===== src/rtl/led_cmd_scheduler_if.sv =====
// Command-source handshake bundle for led_cmd_scheduler: two requesters, each
// with valid/op_code in and a combinational ready back.
interface led_cmd_scheduler_if;
  // valid/ready: a command transfers on a rising clock edge where srcN_valid
  // and srcN_ready are both high; the requester holds srcN_op stable while
  // srcN_valid is high, and ready never depends on the requester's op.
  logic       src0_valid;
  logic [3:0] src0_op;
  logic       src0_ready;
  logic       src1_valid;
  logic [3:0] src1_op;
  logic       src1_ready;

  modport master (
    output src0_valid, src0_op, src1_valid, src1_op,
    input  src0_ready, src1_ready
  );

  modport slave (
    input  src0_valid, src0_op, src1_valid, src1_op,
    output src0_ready, src1_ready
  );
endinterface


===== src/rtl/led_cmd_scheduler.sv =====
// Round-robin command arbiter + FIFO + hold/gap issue sequencer for the LED
// datapath op_code. Optional drop counter: define LED_SCHED_DROP_CNT_EN.
module led_cmd_scheduler #(
  parameter int DEPTH       = 4,
  parameter int HOLD_CYCLES = 10,
  parameter int GAP_CYCLES  = 2,
  localparam int LW         = $clog2(DEPTH + 1)
) (
  input  logic                 clk,
  input  logic                 rst_n,
  led_cmd_scheduler_if.slave   src_if,
  output logic [3:0]           op_code,
  output logic                 busy,
  output logic                 power_on,
  output logic [LW-1:0]        fifo_level,
  output logic [1:0]           dbg_state
`ifdef LED_SCHED_DROP_CNT_EN
  ,
  output logic [7:0]           drop_count,
  output logic                 drop_pulse
`endif
);

  localparam int AW   = $clog2(DEPTH);
  localparam int MAXC = (HOLD_CYCLES > GAP_CYCLES) ? HOLD_CYCLES : GAP_CYCLES;
  localparam int CW   = $clog2(MAXC + 1);
  localparam logic [CW-1:0] HOLD_LOAD = CW'(HOLD_CYCLES - 1);
  localparam logic [CW-1:0] GAP_LOAD  = CW'(GAP_CYCLES - 1);

  typedef enum logic [1:0] {
    IDLE = 2'd0,
    HOLD = 2'd1,
    GAP  = 2'd2
  } state_e;

  // FIFO storage and bookkeeping
  logic [3:0]    mem_q [DEPTH];
  logic [AW-1:0] wr_ptr_q, rd_ptr_q;
  logic [LW-1:0] count_q, count_d;
  logic          full, empty;
  logic [3:0]    head;

  // arbitration
  logic [1:0]    grant;
  logic          prefer1_q;
  logic          xfer;
  logic [3:0]    push_op;
  logic          push, pop;

  // issue sequencer
  state_e        state_q, state_d;
  logic [CW-1:0] cnt_q, cnt_d;
  logic [3:0]    op_q, op_d;
  logic          pwr_q, pwr_d;

  assign full  = (count_q == LW'(DEPTH));
  assign empty = (count_q == '0);
  assign head  = mem_q[rd_ptr_q];

  // Grant is held low during reset so no requester sees a phantom accept.
  always_comb begin
    grant = 2'b00;
    if (rst_n && !full) begin
      if (src_if.src0_valid && src_if.src1_valid) grant = prefer1_q ? 2'b10 : 2'b01;
      else if (src_if.src0_valid)                 grant = 2'b01;
      else if (src_if.src1_valid)                 grant = 2'b10;
    end
  end

  assign src_if.src0_ready = grant[0];
  assign src_if.src1_ready = grant[1];
  assign xfer    = |grant;
  assign push_op = grant[1] ? src_if.src1_op : src_if.src0_op;
  assign push    = xfer && (push_op != 4'd0);

  always_comb begin
    count_d = count_q;
    case ({push, pop})
      2'b10:   count_d = count_q + 1'b1;
      2'b01:   count_d = count_q - 1'b1;
      default: count_d = count_q;
    endcase
  end

  always_ff @(posedge clk) begin
    if (push) mem_q[wr_ptr_q] <= push_op;
  end

  always_ff @(posedge clk or negedge rst_n) begin
    if (!rst_n) begin
      wr_ptr_q  <= '0;
      rd_ptr_q  <= '0;
      count_q   <= '0;
      prefer1_q <= 1'b0;
    end else begin
      if (push) wr_ptr_q <= wr_ptr_q + 1'b1;
      if (pop)  rd_ptr_q <= rd_ptr_q + 1'b1;
      count_q <= count_d;
      if (xfer) prefer1_q <= grant[0];
    end
  end

  // Sequencer state register
  always_ff @(posedge clk or negedge rst_n) begin
    if (!rst_n) begin
      state_q <= IDLE;
      cnt_q   <= '0;
      op_q    <= 4'd0;
      pwr_q   <= 1'b0;
    end else begin
      state_q <= state_d;
      cnt_q   <= cnt_d;
      op_q    <= op_d;
      pwr_q   <= pwr_d;
    end
  end

`ifdef LED_SCHED_DROP_CNT_EN
  logic discard;
`endif

  // Sequencer next state; pre-power-on commands other than 1 are popped and dropped.
  always_comb begin
    state_d = state_q;
    cnt_d   = cnt_q;
    op_d    = op_q;
    pwr_d   = pwr_q;
    pop     = 1'b0;
`ifdef LED_SCHED_DROP_CNT_EN
    discard = 1'b0;
`endif
    case (state_q)
      IDLE: begin
        if (!empty) begin
          pop = 1'b1;
          if (head == 4'd1) begin
            op_d    = 4'd1;
            pwr_d   = 1'b1;
            state_d = HOLD;
            cnt_d   = HOLD_LOAD;
          end else if (pwr_q) begin
            op_d    = head;
            state_d = HOLD;
            cnt_d   = HOLD_LOAD;
          end else begin
`ifdef LED_SCHED_DROP_CNT_EN
            discard = 1'b1;
`endif
          end
        end
      end
      HOLD: begin
        if (cnt_q == '0) begin
          op_d    = 4'd0;
          state_d = GAP;
          cnt_d   = GAP_LOAD;
        end else begin
          cnt_d = cnt_q - 1'b1;
        end
      end
      GAP: begin
        if (cnt_q == '0) state_d = IDLE;
        else             cnt_d   = cnt_q - 1'b1;
      end
      default: begin
        state_d = IDLE;
        op_d    = 4'd0;
      end
    endcase
  end

  // Sequencer outputs
  always_comb begin
    op_code    = op_q;
    power_on   = pwr_q;
    fifo_level = count_q;
    busy       = !empty || (state_q != IDLE);
    dbg_state  = state_q;
  end

`ifdef LED_SCHED_DROP_CNT_EN
  logic [7:0] drop_cnt_q;
  logic       drop_pulse_q;

  always_ff @(posedge clk or negedge rst_n) begin
    if (!rst_n) begin
      drop_cnt_q   <= 8'd0;
      drop_pulse_q <= 1'b0;
    end else begin
      drop_pulse_q <= discard;
      if (discard && drop_cnt_q != 8'hFF) drop_cnt_q <= drop_cnt_q + 8'd1;
    end
  end

  assign drop_count = drop_cnt_q;
  assign drop_pulse = drop_pulse_q;
`endif

endmodule


===== src/flat_wrapper.sv =====
// flat-port wrapper written by rule: the top's interface ports become plain ports
module led_cmd_scheduler_flat 
#(
  parameter int DEPTH       = 4,
  parameter int HOLD_CYCLES = 10,
  parameter int GAP_CYCLES  = 2,
  localparam int LW         = $clog2(DEPTH + 1)
)
  (clk, rst_n, op_code, busy, power_on, fifo_level, dbg_state, src_if_src0_valid, src_if_src0_op, src_if_src1_valid, src_if_src1_op, src_if_src0_ready, src_if_src1_ready);
  led_cmd_scheduler_if src_if_i ();
  input  logic clk;
  input  logic rst_n;
  output logic [3:0] op_code;
  output logic busy;
  output logic power_on;
  output logic [LW-1:0] fifo_level;
  output logic [1:0] dbg_state;
  input wire logic [$bits(src_if_i.src0_valid)-1:0] src_if_src0_valid;
  input wire logic [$bits(src_if_i.src0_op)-1:0] src_if_src0_op;
  input wire logic [$bits(src_if_i.src1_valid)-1:0] src_if_src1_valid;
  input wire logic [$bits(src_if_i.src1_op)-1:0] src_if_src1_op;
  output wire logic [$bits(src_if_i.src0_ready)-1:0] src_if_src0_ready;
  output wire logic [$bits(src_if_i.src1_ready)-1:0] src_if_src1_ready;
  assign src_if_i.src0_valid = src_if_src0_valid;
  assign src_if_i.src0_op = src_if_src0_op;
  assign src_if_i.src1_valid = src_if_src1_valid;
  assign src_if_i.src1_op = src_if_src1_op;
  assign src_if_src0_ready = src_if_i.src0_ready;
  assign src_if_src1_ready = src_if_i.src1_ready;
  led_cmd_scheduler #(.DEPTH(DEPTH), .HOLD_CYCLES(HOLD_CYCLES), .GAP_CYCLES(GAP_CYCLES)) u_core (.clk(clk), .rst_n(rst_n), .src_if(src_if_i), .op_code(op_code), .busy(busy), .power_on(power_on), .fifo_level(fifo_level), .dbg_state(dbg_state));
endmodule

===== config.mk =====
export PLATFORM = sky130hd
export DESIGN_NAME = led_cmd_scheduler_flat
export DESIGN_NICKNAME = d
export VERILOG_FILES = /design/src/rtl/led_cmd_scheduler_if.sv /design/src/rtl/led_cmd_scheduler.sv /design/src/flat_wrapper.sv
export SDC_FILE = /design/constraint.sdc
export NUM_CORES = 1
export LEC_CHECK = 0
export CELL_PAD_IN_SITES_DETAIL_PLACEMENT = 2
export CELL_PAD_IN_SITES_GLOBAL_PLACEMENT = 2
export CORE_UTILIZATION = 35
export CTS_BUF_LIST = sky130_fd_sc_hd__clkbuf_8
export DETAILED_ROUTE_END_ITERATION = 6
export PLACE_DENSITY_LB_ADDON = 0.1
export REMOVE_ABC_BUFFERS = 1
export SYNTH_ARGS = -nofsm -noshare
export SYNTH_HDL_FRONTEND = slang
export SYNTH_SLANG_ARGS = --single-unit

===== constraint.sdc =====
create_clock -name clk -period 2.1 [get_ports clk]
set_clock_uncertainty 0.05 [all_clocks]
set_input_delay 0.63 -clock clk [delete_from_list [all_inputs] [get_ports clk]]
set_output_delay 0.63 -clock clk [all_outputs]
set_load 0.03 [all_outputs]

==> results.md, run 1 <==
* Startpoint Class: input port
* Layout cells sized above 1 at 47.3%
* Post-DP HPWL at 3.92 mm
* First-pass GRT wire length at 9.23 mm
* Starting Density at 36.7%
* Hold Slack at 0.332 ns
* Routed WL per cell at 21.7 microns
* Die W at 75.4 microns
* H-Tree Depth at 2
* Status: finished with violations
* Worst-Margin Slew at 0.408 ns
* CP arrival at 2.47 ns
* Worst vdd ir at 0.000728 V
* Final setup vio count at 9
* Root buf cell: clkbuf_8
* Clock Pin Slew Worst Setup and Hold Paths at 0.08 ns
* Yosys top cell area share at 25.5%
* Vias per cell at 5.31
* Largest net degree at the start of global routing at 20
* Post-Synthesis Cells at 154
* Via count at 1550
* Rows at 26
* CTS Buf Count at 5
* R2R Path End: u_core.fifo_level[2]
* CTS tree: done
* Final hold violation count at 0
* Die Ht at 75.4 microns
* ANT nets after route at 0
* Syn avg cell area at 12.3 sq um
* Overall global routing resource usage at 23.1%
* Post-CTS Hold Buffers at 0
* Slew Limit Headroom at 72.7%
* Worst hold path class: input port to async pin
* Gpl congestion at 0.816
* Leading area contributor after synthesis: edfxtp_1
* Violated checks: negative setup slack
* Crit path capture type: flop
* R2R depth at 10
* Number of synthesized flops with an enable pin at 16
* Number of fill cells at 534
* Utilization after layout at 53.0%
* Ant diodes at 0
* PnR worst setup slack at -0.200 ns
* Total Routed Length at 6.33 mm
* GR Overflow Total at 0
* Register Area at 957 sq um
* Slew Limit Fails at 0
* Placement Setup Slack at -0.916 ns
* Top FF cell, synth: dfrtp_1
* Vias in the first global route at 1735
* Dominant cells by area after synthesis: edfxtp_1 (25%), dfrtp_1 (25%), ha_1 (7.3%), mux4_2 (3.6%), inv_1 (3.2%)
* I/O pins at 25
* Commonest cells post-synth: dfrtp_1 (19), edfxtp_1 (16), inv_1 (16)
* Pwr/cell area at 1600 nW/um^2
* Max Cap Violations at 0
* Most common cell in the netlist: dfrtp_1
* Worst path required time at 2.27 ns
* Clk Latency, worst-skew pair at 0.30 ns
* Total clock sinks at 35
* Area of the multi-input gates at 1010 sq um
* CORE AREA at 5140 sq um
* Min Tclk post-route at 2.30 ns
* DR DRC count at 0
* IO Port Bufs at 24
* Nets at 245
* CP Max Fanout at 2
* Sequential area share after synthesis at 50.7%
* Crit path kind: input port to flop
* Yosys reg bits at 35
* Distinct cell type count after synthesis at 45
* Reg-to-reg slack, setup at -0.08 ns
* RSZ-0062 raised after global routing: yes
* Ratio of final minimum period to clock period at 110%
* Crit Reg-Reg Startpoint: u_core.fifo_level[1]
* Async set-or-reset flop fraction in the synthesized netlist at 54.3%
* Leakage at 1.14 nW
* Detailed Routing Iterations Pass 1 at 4
* Area grow syn2layout at 44.5%
* Initial antenna violation count at 0
* DIE AREA at 5690 sq um
* Starting DRC count in detailed routing at 69
* YS warnings at 0
* Synthesized area at 1890 sq um
* Max Fclk at 0.435 GHz
* CTS Buffer Depth at 2
worst max path at each step:
stage	from	endpoint	slack (ns)	cells past startpoint
after global placement	src_if_src1_op[0]	u_core.fifo_level[2]	-0.77	11
final	src_if_src1_op[3]	u_core.fifo_level[2]	-0.20	11
after floorplan	src_if_src1_op[0]	u_core.fifo_level[2]	-0.40	10
after CTS	src_if_src1_op[2]	u_core.fifo_level[2]	-0.20	11
after detailed placement	src_if_src1_op[0]	u_core.fifo_level[2]	-0.92	11
after global routing	src_if_src1_op[3]	u_core.fifo_level[2]	-0.23	11
area by class of cell:
cell class,count,share of cell area [%]
Sequential cell,35,35.1
Multi-Input combinational cell,99,37.2
Tap cell,70,3.21
Timing Repair Buffer,64,18.9
Clock inverter,3,0.872
Clock buffer,5,2.52
Inverter,16,2.20
placed cells by master (no fill, tap or decap), types with 2 or more instances in the layout:
cell type	Yosys	routed
a21oi_1	5	3
and2_1	4	2
and2_2	0	2
buf_2	0	2
buf_4	0	39
buf_6	1	6
clkbuf_2	0	3
clkbuf_8	0	5
clkdlybuf4s50_1	0	5
clkinvlp_4	0	2
dfrtp_1	19	18
dlygate4sd2_1	0	8
edfxtp_1	16	16
ha_1	11	8
ha_4	0	3
inv_1	16	9
inv_2	0	7
mux2_2	5	5
mux2i_1	2	2
mux4_2	3	4
nand2_1	11	10
nand2b_1	2	2
nand4_1	3	3
nand4b_1	2	2
nor4b_4	1	2
o211ai_1	8	8
o21ai_0	5	3
or2_2	2	2
xnor2_1	4	4
xor2_1	2	2
worst max-delay path, cell delays in order:
cell and delay (ns):
buf_6 0.09, or4_4 0.54, nand3_4 0.11, a21oi_4 0.07
inv_2 0.08, ha_4 0.14, inv_2 0.04, fa_2 0.32
xor2_1 0.15, nor2_1 0.14, xnor2_1 0.14
state kept, by name, summed over array words and instances, names as in the netlist:
register           count
u_core.dbg_state       2
u_core.rd_ptr_q        2
u_core.cnt_q           4
u_core.prefer1_q       1
u_core.power_on        1
u_core.mem_q          16
u_core.op_code         4
u_core.fifo_level      3
u_core.wr_ptr_q        2
layer usage:
metal / part of all wire, % / wire [microns] / GRT usage (%)
met1: 37 / 2350 / 24.5
met2: 59 / 3740 / 46.5
met3: 2.6 / 162 / 4.50
met4: 1.4 / 87 / 5.14
met5: 0 / 0 / 0
power breakdown:
group | internal [mW] | total (mW) | switching (mW)
combinational | 1.28 | 2.66 | 1.38
sequential | 0.956 | 1.18 | 0.225
clock | 0.238 | 0.533 | 0.296
logic make-up (layout without fill, tap and decap cells):
family,after synthesis,after routing,share of synthesized area (%)
compound gates,31,31,11.5
xor+xnor,6,6,2.79
fa+ha+maj,12,12,8.36
buf+inv,20,88,4.38
flops,35,35,50.7
mux,11,11,9.02
simple gates,39,39,13.3
metrics by stage:
stage                     power (mW)  TNS, ns  instances  cell area (sq um)
final                           4.37   -0.470        292               2730
after global routing            4.62   -0.787        292               2730
after CTS                       4.06   -0.560        285               2590
after detailed placement        3.32   -18.58        273               2400
after global placement          3.17   -16.29        273               2400
after floorplan                 2.40    -1.32        150               1860
timing repair:
item / CTS / global route
gates resized for setup: 60 / 31
buffers inserted: 4 / 7
pin swaps: 10 / 15
endpoints found under the setup margin: 53 / 12
No activity file was read; power rests on OpenSTA's default activity.
==> run 2, diff against run 1 <==
SKIP_CTS_REPAIR_TIMING = 1   (was default)
==> run 2 against run 1 <==
Compared with the run above: first-iteration DRC count decreased by 2.9%; clock-buffer cell count unchanged; the run still ends with negative setup slack left; highest routed layer unchanged; die area did not move; clock power about the same; worst hold slack lost 0.00076 ns.
==> results.md, run 2 (synthesis results as in run 1) <==
* Leakage at 1.22 nW (was 1.14 nW)
* Commonest non-fill, non-tap cell in the layout: buf_4 (unchanged)
* Crit path capture type: flop (unchanged)
* Worst path required time at 2.27 ns (about the same)
* Max Cap Violations at 0 (unchanged)
* Number of fill cells at 531 (was 534)
* First-pass GRT wire length at 8.42 mm (was 9.23 mm)
* CTS Buffer Depth at 2 (unchanged)
* Ant diodes at 0 (unchanged)
* Min Tclk post-route at 2.27 ns (was 2.30 ns)
* H-Tree Depth at 2 (unchanged)
* CTS tree: done (unchanged)
* Routed WL per cell at 21.8 microns (was 21.7 microns)
* Die Ht at 75.4 microns (unchanged)
* Violated checks: negative setup slack (unchanged)
* Worst vdd ir at 0.000592 V (was 0.000728 V)
* Vias per cell at 5.23 (was 5.31)
* Max Fclk at 0.440 GHz (was 0.435 GHz)
* Root buf cell: clkbuf_8 (unchanged)
* Vias in the first global route at 1627 (was 1735)
* Crit path kind: input port to flop (unchanged)
* CTS Buf Count at 5 (unchanged)
* Design Power at 4.24 mW (was 4.37 mW)
* Gpl congestion at 0.816 (unchanged)
* Clock Pin Slew Worst Setup and Hold Paths at 0.08 ns (about the same)
* RSZ-0062 raised after global routing: yes (unchanged)
* Layout Cells excl Fill at 287 (was 292)
* Nets at 240 (was 245)
* CORE AREA at 5140 sq um (unchanged)
* Slew Limit Fails at 0 (unchanged)
* Largest stage delay, worst path at 0.56 ns (was 0.54 ns)
* Cells after DPL at 273 (unchanged)
* Initial antenna violation count at 0 (unchanged)
* Top cell by count, worst path: inv_2 (unchanged)
* Pwr/cell area at 1570 nW/um^2 (was 1600 nW/um^2)
* Post-DP HPWL at 3.92 mm (unchanged)
* IO Port Bufs at 24 (unchanged)
* Hold Slack at 0.331 ns (was 0.332 ns)
* Overall global routing resource usage at 21.0% (was 23.1%)
* Starting DRC count in detailed routing at 67 (was 69)
* Startpoint Class: input port (unchanged)
* CP cell instances: buf_6 > or4_4 > nand3_4 > a21oi_4 > inv_2 > ha_4 > inv_2 > fa_2 > xor2_1 > nor2_1 > xnor2_1 (unchanged)
* Clk Latency, worst-skew pair at 0.30 ns (about the same)
* Starting Density at 36.7% (unchanged)
* PnR worst setup slack at -0.174 ns (was -0.200 ns)
* Slew Limit Headroom at 73.3% (was 72.7%)
* GR Overflow Total at 0 (unchanged)
* Worst path slowest cell: or4_4 (unchanged)
* Largest net degree at the start of global routing at 20 (unchanged)
* Reg-to-reg slack, setup at -0.07 ns (was -0.08 ns)
* Area grow syn2layout at 43.6% (was 44.5%)
* Status: finished with violations (unchanged)
* ANT nets after route at 0 (unchanged)
* Detailed Routing Iterations Pass 1 at 3 (was 4)
* Ratio of final minimum period to clock period at 108% (was 110%)
* Worst-Margin Slew at 0.399 ns (was 0.408 ns)
* Layout cells sized above 1 at 41.5% (was 47.3%)
* Total Routed Length at 6.26 mm (was 6.33 mm)
* DIE AREA at 5690 sq um (unchanged)
* Rows at 26 (unchanged)
* Placement Setup Slack at -0.916 ns (unchanged)
* Final hold violation count at 0 (unchanged)
* DR DRC count at 0 (unchanged)
* Final setup vio count at 5 (was 9)
* R2R depth at 10 (unchanged)
* Top reg by flops: u_core.mem_q (unchanged)
* I/O pins at 25 (unchanged)
* Largest register FFs at 16 (unchanged)
* CP arrival at 2.45 ns (was 2.47 ns)
* Crit Reg-Reg Startpoint: u_core.dbg_state[0] (was u_core.fifo_level[1])
* Total clock sinks at 35 (unchanged)
* Final setup TNS at -0.421 ns (was -0.470 ns)
* Die W at 75.4 microns (unchanged)
* Worst hold path class: input port to async pin (unchanged)
* CP Max Fanout at 2 (unchanged)
* Via count at 1501 (was 1550)
* Most frequent cells in the layout: buf_4 (34), dfrtp_1 (16), edfxtp_1 (16) (was buf_4 (39), dfrtp_1 (18), edfxtp_1 (16))
* R2R Path End: u_core.fifo_level[2] (unchanged)
run 2: power by group:
part / switching (mW) / internal, mW
clock: 0.298 / 0.238
sequential: 0.213 / 0.961
combinational: 1.30 / 1.23
total: 1.81 / 2.43
run 2: cell type report:
type	count	area, sq um	share of cell area [%]
Multi-Input combinational cell	99	988	36.5
Inverter	16	60.1	2.22
Clock buffer	5	68.8	2.54
Clock inverter	3	23.8	0.878
Sequential cell	35	960	35.4
Timing Repair Buffer	59	520	19.2
Tap cell	70	87.6	3.23
run 2: how the worst max path moves through the flow:
stage | startpoint | endpoint | slack [ns] | cells past startpoint
finish | src_if_src1_op[1] | u_core.fifo_level[2] | -0.17 | 11
global route | src_if_src1_op[1] | u_core.fifo_level[2] | -0.25 | 11
CTS | src_if_src1_op[0] | u_core.fifo_level[2] | -0.70 | 11
detailed placement | src_if_src1_op[0] | u_core.fifo_level[2] | -0.92 | 11
global placement | src_if_src1_op[0] | u_core.fifo_level[2] | -0.77 | 11
floorplan | src_if_src1_op[0] | u_core.fifo_level[2] | -0.40 | 10
run 2: critical path: cells and delay by family:
kind,cells,cell delay (ns)
xor gates and xnor gates,2,0.29
buffers and inverters,3,0.21
and+or+nand+nor,3,0.80
adders and majority gates,2,0.46
AOI/OAI and AO/OA,1,0.06
run 2: routing by layer:
layer / track usage [%] / wire length (microns) / vias up
met1: 22.7 / 2210 / 765
li1: - / - / 685
met2: 42.5 / 3660 / 36
met4: 3.09 / 197 / 0
met3: 4.10 / 193 / 15
met5: 0 / 0 / -
run 2: per-stage QoR:
stage	utilization (%)	instance area, sq um
after floorplan	-	1860
after global placement	46.8	2400
after detailed placement	46.8	2400
after CTS	48.6	2500
after global routing	52.7	2710
final	52.7	2710
